$ cat src/rtl/pattern_player.sv
// pattern_player
//   Stimulus sequencer. Plays back a DEPTH x WIDTH pattern table, holding
//   each entry for max(hold,1) clocks, one-shot or looping, with a
//   start/stop/done handshake. The table is written through wr_* while idle.
//
//   Optional build macro: PATTERN_PLAYER_TOGGLE_EN
//     adds the tog[1:0] output and a HALF-clock period counter.
//     tog[0] inverts every HALF clocks and tog[1] every 2*HALF clocks
//     while busy.
//
// Ports
//   clk       rising-edge clock
//   rst       synchronous active-high reset
//   wr_en     table write strobe (honoured only while idle)
//   wr_addr   table write address
//   wr_data   table write data
//   hold      clocks per pattern (0 is treated as 1), latched on start
//   last_idx  final index of a pass, latched on start
//   loop      1 = wrap to index 0 after last_idx (sampled at pass end)
//   start     begin playback
//   stop      abort playback (wins over start and over end-of-pattern)
//   dout      current pattern
//   idx       index of current pattern
//   busy      playback in progress
//   done      one-clock pulse at the normal end of a one-shot pass
//   tog       periodic outputs (toggle build only)
module pattern_player #(
  parameter int WIDTH  = 6,
  parameter int AW     = 2,
  parameter int HOLD_W = 8,
  parameter int HALF   = 50
) (
  input  logic              clk,
  input  logic              rst,
  input  logic              wr_en,
  input  logic [AW-1:0]     wr_addr,
  input  logic [WIDTH-1:0]  wr_data,
  input  logic [HOLD_W-1:0] hold,
  input  logic [AW-1:0]     last_idx,
  input  logic              loop,
  input  logic              start,
  input  logic              stop,
  output logic [WIDTH-1:0]  dout,
  output logic [AW-1:0]     idx,
  output logic              busy,
  output logic              done
`ifdef PATTERN_PLAYER_TOGGLE_EN
  ,
  output logic [1:0]        tog
`endif
);

  localparam int DEPTH = 2**AW;

  if (HALF < 1) begin : g_bad_half
    $error("pattern_player: HALF must be >= 1");
  end

  typedef enum logic {IDLE, PLAY} state_t;

  state_t              state, state_d;
  logic [WIDTH-1:0]    mem [DEPTH];
  logic [WIDTH-1:0]    dout_q;
  logic [AW-1:0]       idx_q, last_q, idx_nx;
  logic [HOLD_W-1:0]   cnt, hold_q, hold_m1;
  logic                done_q;
  logic                load, step, wrap, finish;

  // Reload value is max(hold,1)-1 so the counter's zero marks the last
  // clock of the current pattern.
  assign hold_m1 = (hold == '0) ? '0 : hold - HOLD_W'(1);
  assign idx_nx  = idx_q + AW'(1);

  // ---------------- FSM next-state / event decode ----------------
  always_comb begin
    state_d = state;
    load    = 1'b0;
    step    = 1'b0;
    wrap    = 1'b0;
    finish  = 1'b0;
    unique case (state)
      IDLE: begin
        if (start && !stop) begin
          state_d = PLAY;
          load    = 1'b1;
        end
      end
      PLAY: begin
        if (stop) begin
          state_d = IDLE;
        end else if (cnt == '0) begin
          if (idx_q < last_q) step = 1'b1;
          else if (loop)      wrap = 1'b1;
          else begin
            finish  = 1'b1;
            state_d = IDLE;
          end
        end
      end
      default: state_d = IDLE;
    endcase
  end

  always_ff @(posedge clk) begin
    if (rst) state <= IDLE;
    else     state <= state_d;
  end

  // ---------------- table ----------------
  // Not reset; writes are locked out during playback so the pass being
  // played cannot change underneath dout.
  always_ff @(posedge clk) begin
    if (wr_en && state == IDLE) mem[wr_addr] <= wr_data;
  end

  // ---------------- playback datapath ----------------
  always_ff @(posedge clk) begin
    if (rst) begin
      dout_q <= '0;
      idx_q  <= '0;
      last_q <= '0;
      hold_q <= '0;
      cnt    <= '0;
      done_q <= 1'b0;
    end else begin
      done_q <= finish;
      if (load) begin
        idx_q  <= '0;
        dout_q <= mem[0];
        cnt    <= hold_m1;
        hold_q <= hold_m1;
        last_q <= last_idx;
      end else if (step) begin
        idx_q  <= idx_nx;
        dout_q <= mem[idx_nx];
        cnt    <= hold_q;
      end else if (wrap) begin
        idx_q  <= '0;
        dout_q <= mem[0];
        cnt    <= hold_q;
      end else if (state == PLAY && !stop && cnt != '0) begin
        cnt <= cnt - HOLD_W'(1);
      end
    end
  end

  assign dout = dout_q;
  assign idx  = idx_q;
  assign busy = (state == PLAY);
  assign done = done_q;

`ifdef PATTERN_PLAYER_TOGGLE_EN
  // ---------------- periodic toggles ----------------
  localparam int TW = (HALF > 1) ? $clog2(HALF) : 1;

  logic [TW-1:0] tcnt;

  // tog[1] flips whenever tog[0] falls, giving twice tog[0]'s period.
  always_ff @(posedge clk) begin
    if (rst) begin
      tog  <= 2'b00;
      tcnt <= '0;
    end else if (load) begin
      tog  <= 2'b00;
      tcnt <= '0;
    end else if (state == PLAY) begin
      if (tcnt == TW'(HALF - 1)) begin
        tcnt   <= '0;
        tog[0] <= ~tog[0];
        if (tog[0]) tog[1] <= ~tog[1];
      end else begin
        tcnt <= tcnt + TW'(1);
      end
    end
  end
`endif

endmodule

$ cat config.mk
export PLATFORM = sky130hd
export DESIGN_NAME = pattern_player
export DESIGN_NICKNAME = d
export VERILOG_FILES = /design/src/rtl/pattern_player.sv
export SDC_FILE = /design/constraint.sdc
export NUM_CORES = 1
export LEC_CHECK = 0
export CAP_MARGIN = 20
export CORE_ASPECT_RATIO = 2
export CORE_MARGIN = 4
export CORE_UTILIZATION = 50
export DETAILED_ROUTE_END_ITERATION = 10
export PLACE_DENSITY = 0.73
export SLEW_MARGIN = 20
export SYNTH_ARGS = -nofsm -noshare
export SYNTH_HDL_FRONTEND = slang
export SYNTH_SLANG_ARGS = --single-unit
$ cat constraint.sdc
create_clock -name clk -period 2.62 [get_ports clk]
set_input_delay 0.786 -clock clk [delete_from_list [all_inputs] [get_ports clk]]
set_output_delay 0.786 -clock clk [all_outputs]
set_load 0.1 [all_outputs]
==> impl_results.md, run 1 <==
- Status: completed
- Switching share of total power: 27.9%
- Clk pwr share: 29.8%
- Root buf cell: clkbuf_8
- Switch Pwr: 518 uW
- Synth unique cells: 57
- Ys async rst share: 0%
- Vias in the first global route: 2176
- Storage cell area: 1280 um^2
- Placed Cells: 352
- Largest net degree at the start of global routing: 24
- Setup crit end kind: flop
- Clock sink count: 52
- Hold Path Class: reg2reg
- Hold buffers post-CTS: 0
- Peak supply drop: 414 uV
- CTS clk-pin slew, worst paths: 90 ps
- DR vias/cell: 5.75
- Post-Synthesis Cell Area: 2660 um^2
- Slew Limit Fails: 0
- Final Non-Filler Cells: 360
- Htree depth: 2
- Ant. Diodes: 0
- Critical path's top delay family: compound AO/OA/AOI/OAI gates
- Leakage: 0.00120 uW
- Vias: 2069
- Area after DPL: 3170 um^2
- FMAX: 416 MHz
- Share of cells above drive strength 1: 21.9%
- Synth Area in Adders: 1.89%
- DRC viols: 0
- Post-DP HPWL: 4790 um
- Kind of critical path: in2reg
- Critical Path AT: 2590 ps
- Power Dens Cells: 566 nW/um^2
- First-pass GRT wire length: 9920 um
- Final period util: 91.7%
- Core area: 5140 um^2
- Critical path fanouts, max: 9
- Die Ht: 111 um
- Synth Instances: 251
- Gpl congestion: 0.810
- Final ANT Viol Nets: 0
- Sequential share of the synthesized area: 48.3%
- Starting density of the core: 51.7%
- Worst-Skew Late Latency: 300 ps
- Post-synthesis sequential element count: 52
- Crit-path slowest cell: or4_4
- Die ar.: 6610 um^2
- Area of the multi-input gates: 1250 um^2
- Post-synthesis simple-gate area fraction: 18.9%
- Max_cap viols: 0
- # fillers: 415
- Main combinational cell family by area after synthesis: compound AO/OA/AOI/OAI gates
- Avg Inst Size Synth: 10.6 um^2
- Initial antenna violation count: 0
- Design Area, Final: 3280 um^2
- Main flop type after synthesis: dfxtp_1
- Reg power frac: 49.6%
- Min cycle time layout: 2400 ps
- Multiplexer share of the synthesized area: 2.64%
- Logic gate share of total power: 20.6%
- Final Hold Viols: 0
- Die span in x: 59.5 um
- Crit start category: input port
- Routed WL: 5910 um
- Post-synthesis net count: 279
- RSZ-0062 raised after global routing: no
- Worst-Margin Slew: 513 ps
- Area Growth Syn to Fin: 23.7%
- Post-Synth XOR/XNOR Area: 3.30%
- Number of flops mapped to enable cells by yosys: 24
- Pwr Total: 1860 uW
- Crit-path max cell delay: 570 ps
- Num rows: 37
- DR WL/cell: 16.4 um
- Post-synthesis compound-gate area fraction: 20.5%
- Max-slew headroom: 65.7%
- First-pass iteration count of the detailed router: 4
- I/O Buffers: 33
- Cts repair resizes: 0
- Tot GR Track Use: 19.7%
- Final #Nets: 329
- Post-CTS Setup Inserts: 0
- Crit path buf inv count: 1
- TritonCTS clock tree: built
- YS warnings: 0
- Req. time, crit path: 2810 ps
- Gr ovfl total: 0
- Worst Skew: 3.83 ps
- Internal: 1340 uW
- Final setup fails: 0
- CTS Buffer Depth: 2
- Cell breakdown of the critical path: clkdlybuf4s50_1 -> or4_4 -> o41a_1 -> a22oi_1 -> a221oi_2
- TritonCTS Buffers: 5
- Min Hold Slack: 457 ps
- IO Pins: 34
- Initial DRC Count: 52
## power by group through the flow
stage               logic (uW)  registers [uW]  clock network [uW]
finish                     383             920                 554
global route               415             926                 597
CTS                        385             921                 568
detailed placement         383             940                   0
global placement           376             938                   0
floorplan                  202             989                   0
## layout make-up
class	instances	share of cell area, %
Multi-Input combinational cell	173	38.1
Clock inverter	3	1.41
Timing Repair Buffer	56	15.7
Sequential cell	52	39.0
Inverter	13	1.49
Tap cell	58	2.21
Clock buffer	5	2.10
## layout by cell type, fill, tap and decap left out, types with 2 or more instances in the layout
cell             Yosys  routed
a211oi_2             2       2
a21o_1               2       2
a21oi_1             14      14
a221oi_1             3       3
a221oi_2             3       3
a22oi_1              6       6
a311oi_2             5       5
and2_1               2       2
buf_12               0       3
buf_4                0      30
clkbuf_8             0       5
clkdlybuf4s50_1      0      23
dfxtp_1             28      28
edfxtp_1            24      24
ha_1                 4       4
inv_1               13      13
mux2i_1              7       7
nand2_1             27      27
nand2b_1             7       7
nand3_1              2       2
nand3b_1             2       2
nor2_1              20      20
nor2b_1              2       2
nor3_1               8       8
nor3b_1              6       6
nor4_2               2       2
nor4bb_1             2       2
o211ai_1             2       2
o21ai_0              5       5
o21ai_1              4       4
or4_4                2       2
xnor2_1              4       4
xor2_1               6       6
## cell families after synthesis
logic type,after synthesis
simple gates,89
compound gates,63
flops,52
buf+inv,26
xor+xnor,10
mux,7
fa+ha+maj,4
## stage by stage
| step | TNS, ps | setup WS, ps | util (%) |
|---|---|---|---|
| 6_report | 0 | 216 | 63.9 |
| 5_1_grt | 0 | 101 | 63.9 |
| 4_1_cts | 0 | 230 | 63.9 |
| 3_5_place_dp | -345 | -95.4 | 61.7 |
| 3_3_place_gp | -155 | -45.8 | 61.7 |
| 2_1_floorplan | 0 | 154 | - |
## synthesized netlist by cell type (3+ instances only)
| cell | count | share of area, % |
|---|---|---|
| nor3b_1 | 6 | 1.7 |
| a221oi_2 | 3 | 1.7 |
| nand2_1 | 27 | 3.8 |
| dfxtp_1 | 28 | 21 |
| a311oi_2 | 5 | 2.8 |
| o21ai_0 | 5 | 0.94 |
| edfxtp_1 | 24 | 27 |
| a221oi_1 | 3 | 0.99 |
| nor3_1 | 8 | 1.5 |
| a21oi_1 | 14 | 2.6 |
| o21ai_1 | 4 | 0.75 |
| clkbuf_1 | 6 | 0.85 |
| nor2_1 | 20 | 2.8 |
| xnor2_1 | 4 | 1.3 |
| ha_1 | 4 | 1.9 |
| inv_1 | 13 | 1.8 |
| nand2b_1 | 7 | 1.6 |
| mux2i_1 | 7 | 2.6 |
| a22oi_1 | 6 | 1.7 |
| xor2_1 | 6 | 2.0 |
| buf_6 | 3 | 1.3 |
## per-layer routing
metal,global-route usage (%),routed length [um]
met1,16.6,1910
met2,40.6,3660
met3,2.45,151
met4,8.58,197
met5,0,0
## flip-flops by register name (all words and copies together) (netlist names)
register  cells
mem          24
idx           2
done          1
cnt           8
hold_q        8
dout          6
last_q        2
busy          1
## tightest hold or removal path, cell delays in order, from the launching register on
cell	delay, ps
dfxtp_1	320
nand2_1	50
a21oi_1	50
## path summary, 6_finish.rpt
kind / from / to / slack [ps] / cells past startpoint
max: hold[4] / cnt[5] / 220 / 5
min: hold_q[6] / hold_q[6] / 460 / 2
min reg2reg: hold_q[6] / hold_q[6] / 460 / 2
max reg2reg: cnt[0] / dout[5] / 300 / 7
Note: power is estimated with default switching activity, not from simulation.
==> run 2, diff against run 1 <==
--- a/config.mk
+++ b/config.mk
@@ -6,11 +6,12 @@
 export NUM_CORES = 1
 export LEC_CHECK = 0
 export CAP_MARGIN = 20
-export CORE_ASPECT_RATIO = 2
+export CORE_ASPECT_RATIO = 0.5
 export CORE_MARGIN = 4
 export CORE_UTILIZATION = 50
 export DETAILED_ROUTE_END_ITERATION = 10
 export PLACE_DENSITY = 0.73
+export SKIP_CTS_REPAIR_TIMING = 1
 export SLEW_MARGIN = 20
 export SYNTH_ARGS = -nofsm -noshare
 export SYNTH_HDL_FRONTEND = slang
==> impl_results.md, run 2 (same netlist as run 1, synthesis figures left out) <==
- Min cycle time layout: 2410 ps (was 2400 ps)
- Slew Limit Fails: 0 (unchanged)
- Initial antenna violation count: 0 (unchanged)
- DRC viols: 0 (unchanged)
- Worst-Margin Slew: 581 ps (was 513 ps)
- R2R Path End: cnt[5] (was dout[5])
- Root buf cell: clkbuf_8 (unchanged)
- Most frequent cells in the layout: buf_4 (31), dfxtp_1 (28), nand2_1 (27) (was buf_4 (30), dfxtp_1 (28), nand2_1 (27))
- Hold EP: hold_q[1] (was hold_q[6])
- Share of cells above drive strength 1: 21.5% (was 21.9%)
- Leakage: 0.00119 uW (was 0.00120 uW)
- Hold Path Depth: 2 (unchanged)
- I/O Buffers: 33 (unchanged)
- Final #Nets: 329 (unchanged)
- R2R setup slack: 290 ps (was 300 ps)
- RSZ-0062 raised after global routing: no (unchanged)
- Critical path fanouts, max: 9 (unchanged)
- Largest net degree at the start of global routing: 24 (unchanged)
- Clock sink count: 52 (unchanged)
- Clk pwr share: 30.3% (was 29.8%)
- Hold Path Origin: hold_q[1] (was hold_q[6])
- Initial DRC Count: 90 (was 52)
- R2r worst-path depth: 7 (unchanged)
- Tot GR Track Use: 17.5% (was 19.7%)
- DR WL/cell: 15.1 um (was 16.4 um)
- DR vias/cell: 5.43 (was 5.75)
- Gr ovfl total: 0 (unchanged)
- Final ANT Viol Nets: 0 (unchanged)
- Ant. Diodes: 0 (unchanged)
- Worst Skew: 5.38 ps (was 3.83 ps)
- First-pass iteration count of the detailed router: 5 (was 4)
- Status: completed (unchanged)
- Biggest registers after layout: mem: 24 flops, cnt: 8 flops, hold_q: 8 flops (unchanged)
- Die ar.: 6610 um^2 (unchanged)
- Kind of critical path: in2reg (unchanged)
- Area after DPL: 3170 um^2 (about the same)
- Die span in x: 111 um (was 59.5 um)
- IO Pins: 34 (unchanged)
- TritonCTS Buffers: 5 (unchanged)
- Htree depth: 2 (unchanged)
- Worst r2r src: cnt[0] (unchanged)
- Gpl congestion: 0.785 (was 0.810)
- Area Growth Syn to Fin: 23.7% (about the same)
- Critical Path AT: 2590 ps (about the same)
- FMAX: 416 MHz (about the same)
- Starting density of the core: 52.9% (was 51.7%)
- Max_cap viols: 0 (unchanged)
- Final Hold Viols: 0 (unchanged)
- Internal: 1340 uW (about the same)
- Vias in the first global route: 2017 (was 2176)
- Reg power frac: 49.5% (was 49.6%)
- Logic gate share of total power: 20.3% (was 20.6%)
- Most common cell after layout, fill and taps aside: buf_4 (unchanged)
- Post-DP HPWL: 4230 um (was 4790 um)
- # fillers: 393 (was 415)
- Min Hold Slack: 472 ps (was 457 ps)
- Register name with the most flops: mem (unchanged)
- Routed WL: 5610 um (was 5910 um)
- Worst-Skew Late Latency: 310 ps (was 300 ps)
- Hold Path Class: reg2reg (unchanged)
- Core area: 5020 um^2 (was 5140 um^2)
- Power Dens Cells: 566 nW/um^2 (about the same)
- Final period util: 91.8% (was 91.7%)
- CTS clk-pin slew, worst paths: 100 ps (was 90 ps)
- Req. time, crit path: 2810 ps (about the same)
- Switching share of total power: 28.1% (was 27.9%)
- Crit start category: input port (unchanged)
- Peak supply drop: 293 uV (was 414 uV)
- CTS Buffer Depth: 2 (unchanged)
- Max-slew headroom: 61.1% (was 65.7%)
- Die Ht: 59.5 um (was 111 um)
- Largest register FFs: 24 (unchanged)
- Pwr Total: 1860 uW (about the same)
- TritonCTS clock tree: built (unchanged)
- Vias: 2021 (was 2069)
- Final setup fails: 0 (unchanged)
- First-pass GRT wire length: 9300 um (was 9920 um)
- Switch Pwr: 522 uW (was 518 uW)
- Design Area, Final: 3280 um^2 (about the same)
- Num rows: 18 (was 37)
- Setup crit end kind: flop (unchanged)
run 2: cell count changes in the layout (fill, tap and decap cells not counted):
cell,change
clkbuf_1,+1
buf_12,-1
clkinvlp_4,-1
buf_4,+1
run 2: routing by layer:
metal | GRT usage (%) | routed length [um]
met1 | 21.2 | 2630
met2 | 32.8 | 2740
met3 | 3.98 | 217
met4 | 3.64 | 25
met5 | 0 | 0
run 2: metrics by stage:
step	utilization [%]	TNS (ps)	std cells	setup slack, ps
2_1_floorplan	-	0	251	154
3_3_place_gp	63.2	-199	364	-55.6
3_5_place_dp	63.2	-549	364	-114
4_1_cts	65.4	0	372	221
5_1_grt	65.4	0	372	76.5
6_report	65.4	0	372	214
run 2: how the worst max path moves through the flow:
| stage | from | end | slack (ps) | depth (start not counted) |
|---|---|---|---|---|
| 6_report | hold[5] | cnt[3] | 210 | 5 |
| 3_5_place_dp | hold[5] | cnt[3] | -110 | 5 |
| 4_1_cts | hold[5] | cnt[3] | 220 | 5 |
| 5_1_grt | stop | cnt[2] | 80 | 6 |
| 2_1_floorplan | idx[1] | cnt[4] | 150 | 6 |
| 3_3_place_gp | hold[4] | cnt[3] | -60 | 5 |
run 2: critical path, stage by stage:
cell,delay [ps]
clkdlybuf4s50_1,440
or4_4,560
o41a_1,460
a22oi_1,260
a221oi_2,90
run 2: power by group through the flow:
stage / clock network (uW) / registers [uW] / logic (uW)
floorplan: 0 / 989 / 202
global route: 602 / 927 / 405
global placement: 0 / 937 / 366
finish: 563 / 920 / 377
detailed placement: 0 / 939 / 374
CTS: 575 / 920 / 377
run 2: layout make-up:
type                    instances  area (um^2)  share of cell area (%)
inverters                      13         48.8                    1.49
flip-flops and latches         52         1280                    39.0
clock buffers                   6         72.6                    2.21
repair buffers                 56          503                    15.3
multi-input cells             173         1250                    38.1
clock inverters                 2         38.8                    1.18
well taps                      70         87.6                    2.67
==> run 3, diff against run 2 <==
--- a/config.mk
+++ b/config.mk
@@ -10,6 +10,7 @@
 export CORE_MARGIN = 4
 export CORE_UTILIZATION = 50
 export DETAILED_ROUTE_END_ITERATION = 10
+export MAX_ROUTING_LAYER = met4
 export PLACE_DENSITY = 0.73
 export SKIP_CTS_REPAIR_TIMING = 1
 export SLEW_MARGIN = 20
==> impl_results.md, run 3 (same netlist as run 1, synthesis figures left out) <==
- Status: completed (unchanged)
- DR WL/cell: 15.1 um (about the same)
- Post-DP HPWL: 4230 um (unchanged)
- Most frequent cells in the layout: buf_4 (31), dfxtp_1 (28), nand2_1 (27) (unchanged)
- Clk pwr share: 30.2% (was 30.3%)
- Final Core Density: 65.4% (unchanged)
- Crit start category: input port (unchanged)
- GRT met1 Usage: 21.3% (was 21.2%)
- Gr ovfl total: 0 (unchanged)
- Crit-path max cell delay: 560 ps (about the same)
- CTS clk-pin slew, worst paths: 100 ps (about the same)
- Vias: 2027 (was 2021)
- Vias in the first global route: 2023 (was 2017)
- Final TNS setup: 0 ps (unchanged)
- Area Growth Syn to Fin: 23.7% (unchanged)
- TritonCTS Buffers: 5 (unchanged)
- Share of cells above drive strength 1: 21.5% (unchanged)
- Initial antenna violation count: 0 (unchanged)
- Final period util: 91.9% (was 91.8%)
- Peak supply drop: 293 uV (about the same)
- Power Dens Cells: 566 nW/um^2 (about the same)
- Worst-Skew Late Latency: 310 ps (about the same)
- Final ANT Viol Nets: 0 (unchanged)
- I/O Buffers: 33 (unchanged)
- Critical path's top delay family: compound AO/OA/AOI/OAI gates (unchanged)
- Register name with the most flops: mem (unchanged)
- Largest register FFs: 24 (unchanged)
- Switching share of total power: 28.0% (was 28.1%)
- RSZ-0062 raised after global routing: no (unchanged)
- Req. time, crit path: 2810 ps (about the same)
- Initial DRC Count: 89 (was 90)
- Clock sink count: 52 (unchanged)
- Critical Path AT: 2590 ps (about the same)
- Largest net degree at the start of global routing: 24 (unchanged)
- DR vias/cell: 5.45 (was 5.43)
- IO Pins: 34 (unchanged)
- Hold Path Class: reg2reg (unchanged)
- TritonCTS clock tree: built (unchanged)
- Final setup margin: 212 ps (was 214 ps)
- Num rows: 18 (unchanged)
- Internal: 1340 uW (about the same)
- Setup crit end kind: flop (unchanged)
- Die Ht: 59.5 um (unchanged)
- Slew Limit Fails: 0 (unchanged)
- First-pass iteration count of the detailed router: 5 (unchanged)
- Crit-path slowest cell: or4_4 (unchanged)
- Core area: 5020 um^2 (unchanged)
- Cell breakdown of the critical path: clkdlybuf4s50_1 -> or4_4 -> o41a_1 -> a22oi_1 -> a221oi_2 (unchanged)
- CTS Buffer Depth: 2 (unchanged)
- Worst-Margin Slew: 578 ps (was 581 ps)
- GRT busiest layer: met2 (unchanged)
- Pwr Total: 1860 uW (about the same)
- Worst Skew: 5.61 ps (was 5.38 ps)
- Critical path fanouts, max: 9 (unchanged)
- Final setup fails: 0 (unchanged)
- Root buf cell: clkbuf_8 (unchanged)
- Final #Nets: 329 (unchanged)
- Grt met3 use: 3.98% (unchanged)
- Leakage: 0.00119 uW (unchanged)
- Logic gate share of total power: 20.3% (about the same)
- Htree depth: 2 (unchanged)
- DRC viols: 0 (unchanged)
- GR Layer Usage met2: 32.7% (was 32.8%)
- Ant. Diodes: 0 (unchanged)
- Most common cell after layout, fill and taps aside: buf_4 (unchanged)
- Routed WL: 5610 um (about the same)
- Min cycle time layout: 2410 ps (about the same)
- First-pass GRT wire length: 9290 um (was 9300 um)
- Max-slew headroom: 61.3% (was 61.1%)
- Kind of critical path: in2reg (unchanged)
- Reg power frac: 49.5% (about the same)
- Biggest registers after layout: mem: 24 flops, cnt: 8 flops, hold_q: 8 flops (unchanged)
- Tot GR Track Use: 18.0% (was 17.5%)
- Die ar.: 6610 um^2 (unchanged)
- Gpl congestion: 0.796 (was 0.785)
- Max_cap viols: 0 (unchanged)
- FMAX: 415 MHz (was 416 MHz)
- Die span in x: 111 um (unchanged)
- Starting density of the core: 52.9% (unchanged)
- Final Hold Viols: 0 (unchanged)
- Post-Place Setup Slack: -114 ps (unchanged)
- Crit path buf inv count: 1 (unchanged)
- Min Hold Slack: 471 ps (was 472 ps)
- Switch Pwr: 522 uW (about the same)
==> run 3: layout make-up <==
| type | instances | area (um^2) |
|---|---|---|
| sequential | 52 | 1280 |
| clock inverter | 2 | 38.8 |
| inverter | 13 | 48.8 |
| fill | 393 | 1740 |
| tap | 70 | 87.6 |
| timing repair buffer | 56 | 503 |
| clock buffer | 6 | 72.6 |
| multi-input combinational | 173 | 1250 |
==> run 3: worst register-to-register path, cell delays in order (launching register included) <==
cell       delay, ps
dfxtp_1          350
inv_1             90
ha_1             220
nor4b_4          520
o2111ai_2        330
buf_4            270
a211o_1          280
a221oi_2         200
==> run 3: path summary, 6_finish.rpt <==
path | slack (ps) | end | startpoint | depth (start not counted)
setup / recovery | 210 | cnt[3] | hold[5] | 5
hold / removal | 470 | hold_q[1] | hold_q[1] | 2
setup reg to reg | 300 | cnt[5] | cnt[0] | 7
hold reg to reg | 470 | hold_q[1] | hold_q[1] | 2
==> run 3: power by group through the flow <==
stage	logic, uW	clock network, uW	registers (uW)
3_5_place_dp	374	0	939
5_1_grt	405	602	927
6_report	377	562	920
2_1_floorplan	202	0	989
4_1_cts	377	575	920
3_3_place_gp	366	0	937
==> run 3: metal layers <==
layer / share of wire [%] / vias to the layer above
li1: - / 1022
met1: 47 / 962
met2: 49 / 40
met3: 3.9 / 3
met4: 0.45 / 0
met5: 0 / -
==> run 3: stage by stage <==
stage	cell area, um^2	cells
CTS	3280	372
global placement	3170	364
detailed placement	3170	364
global route	3280	372
finish	3280	372
floorplan	2660	251
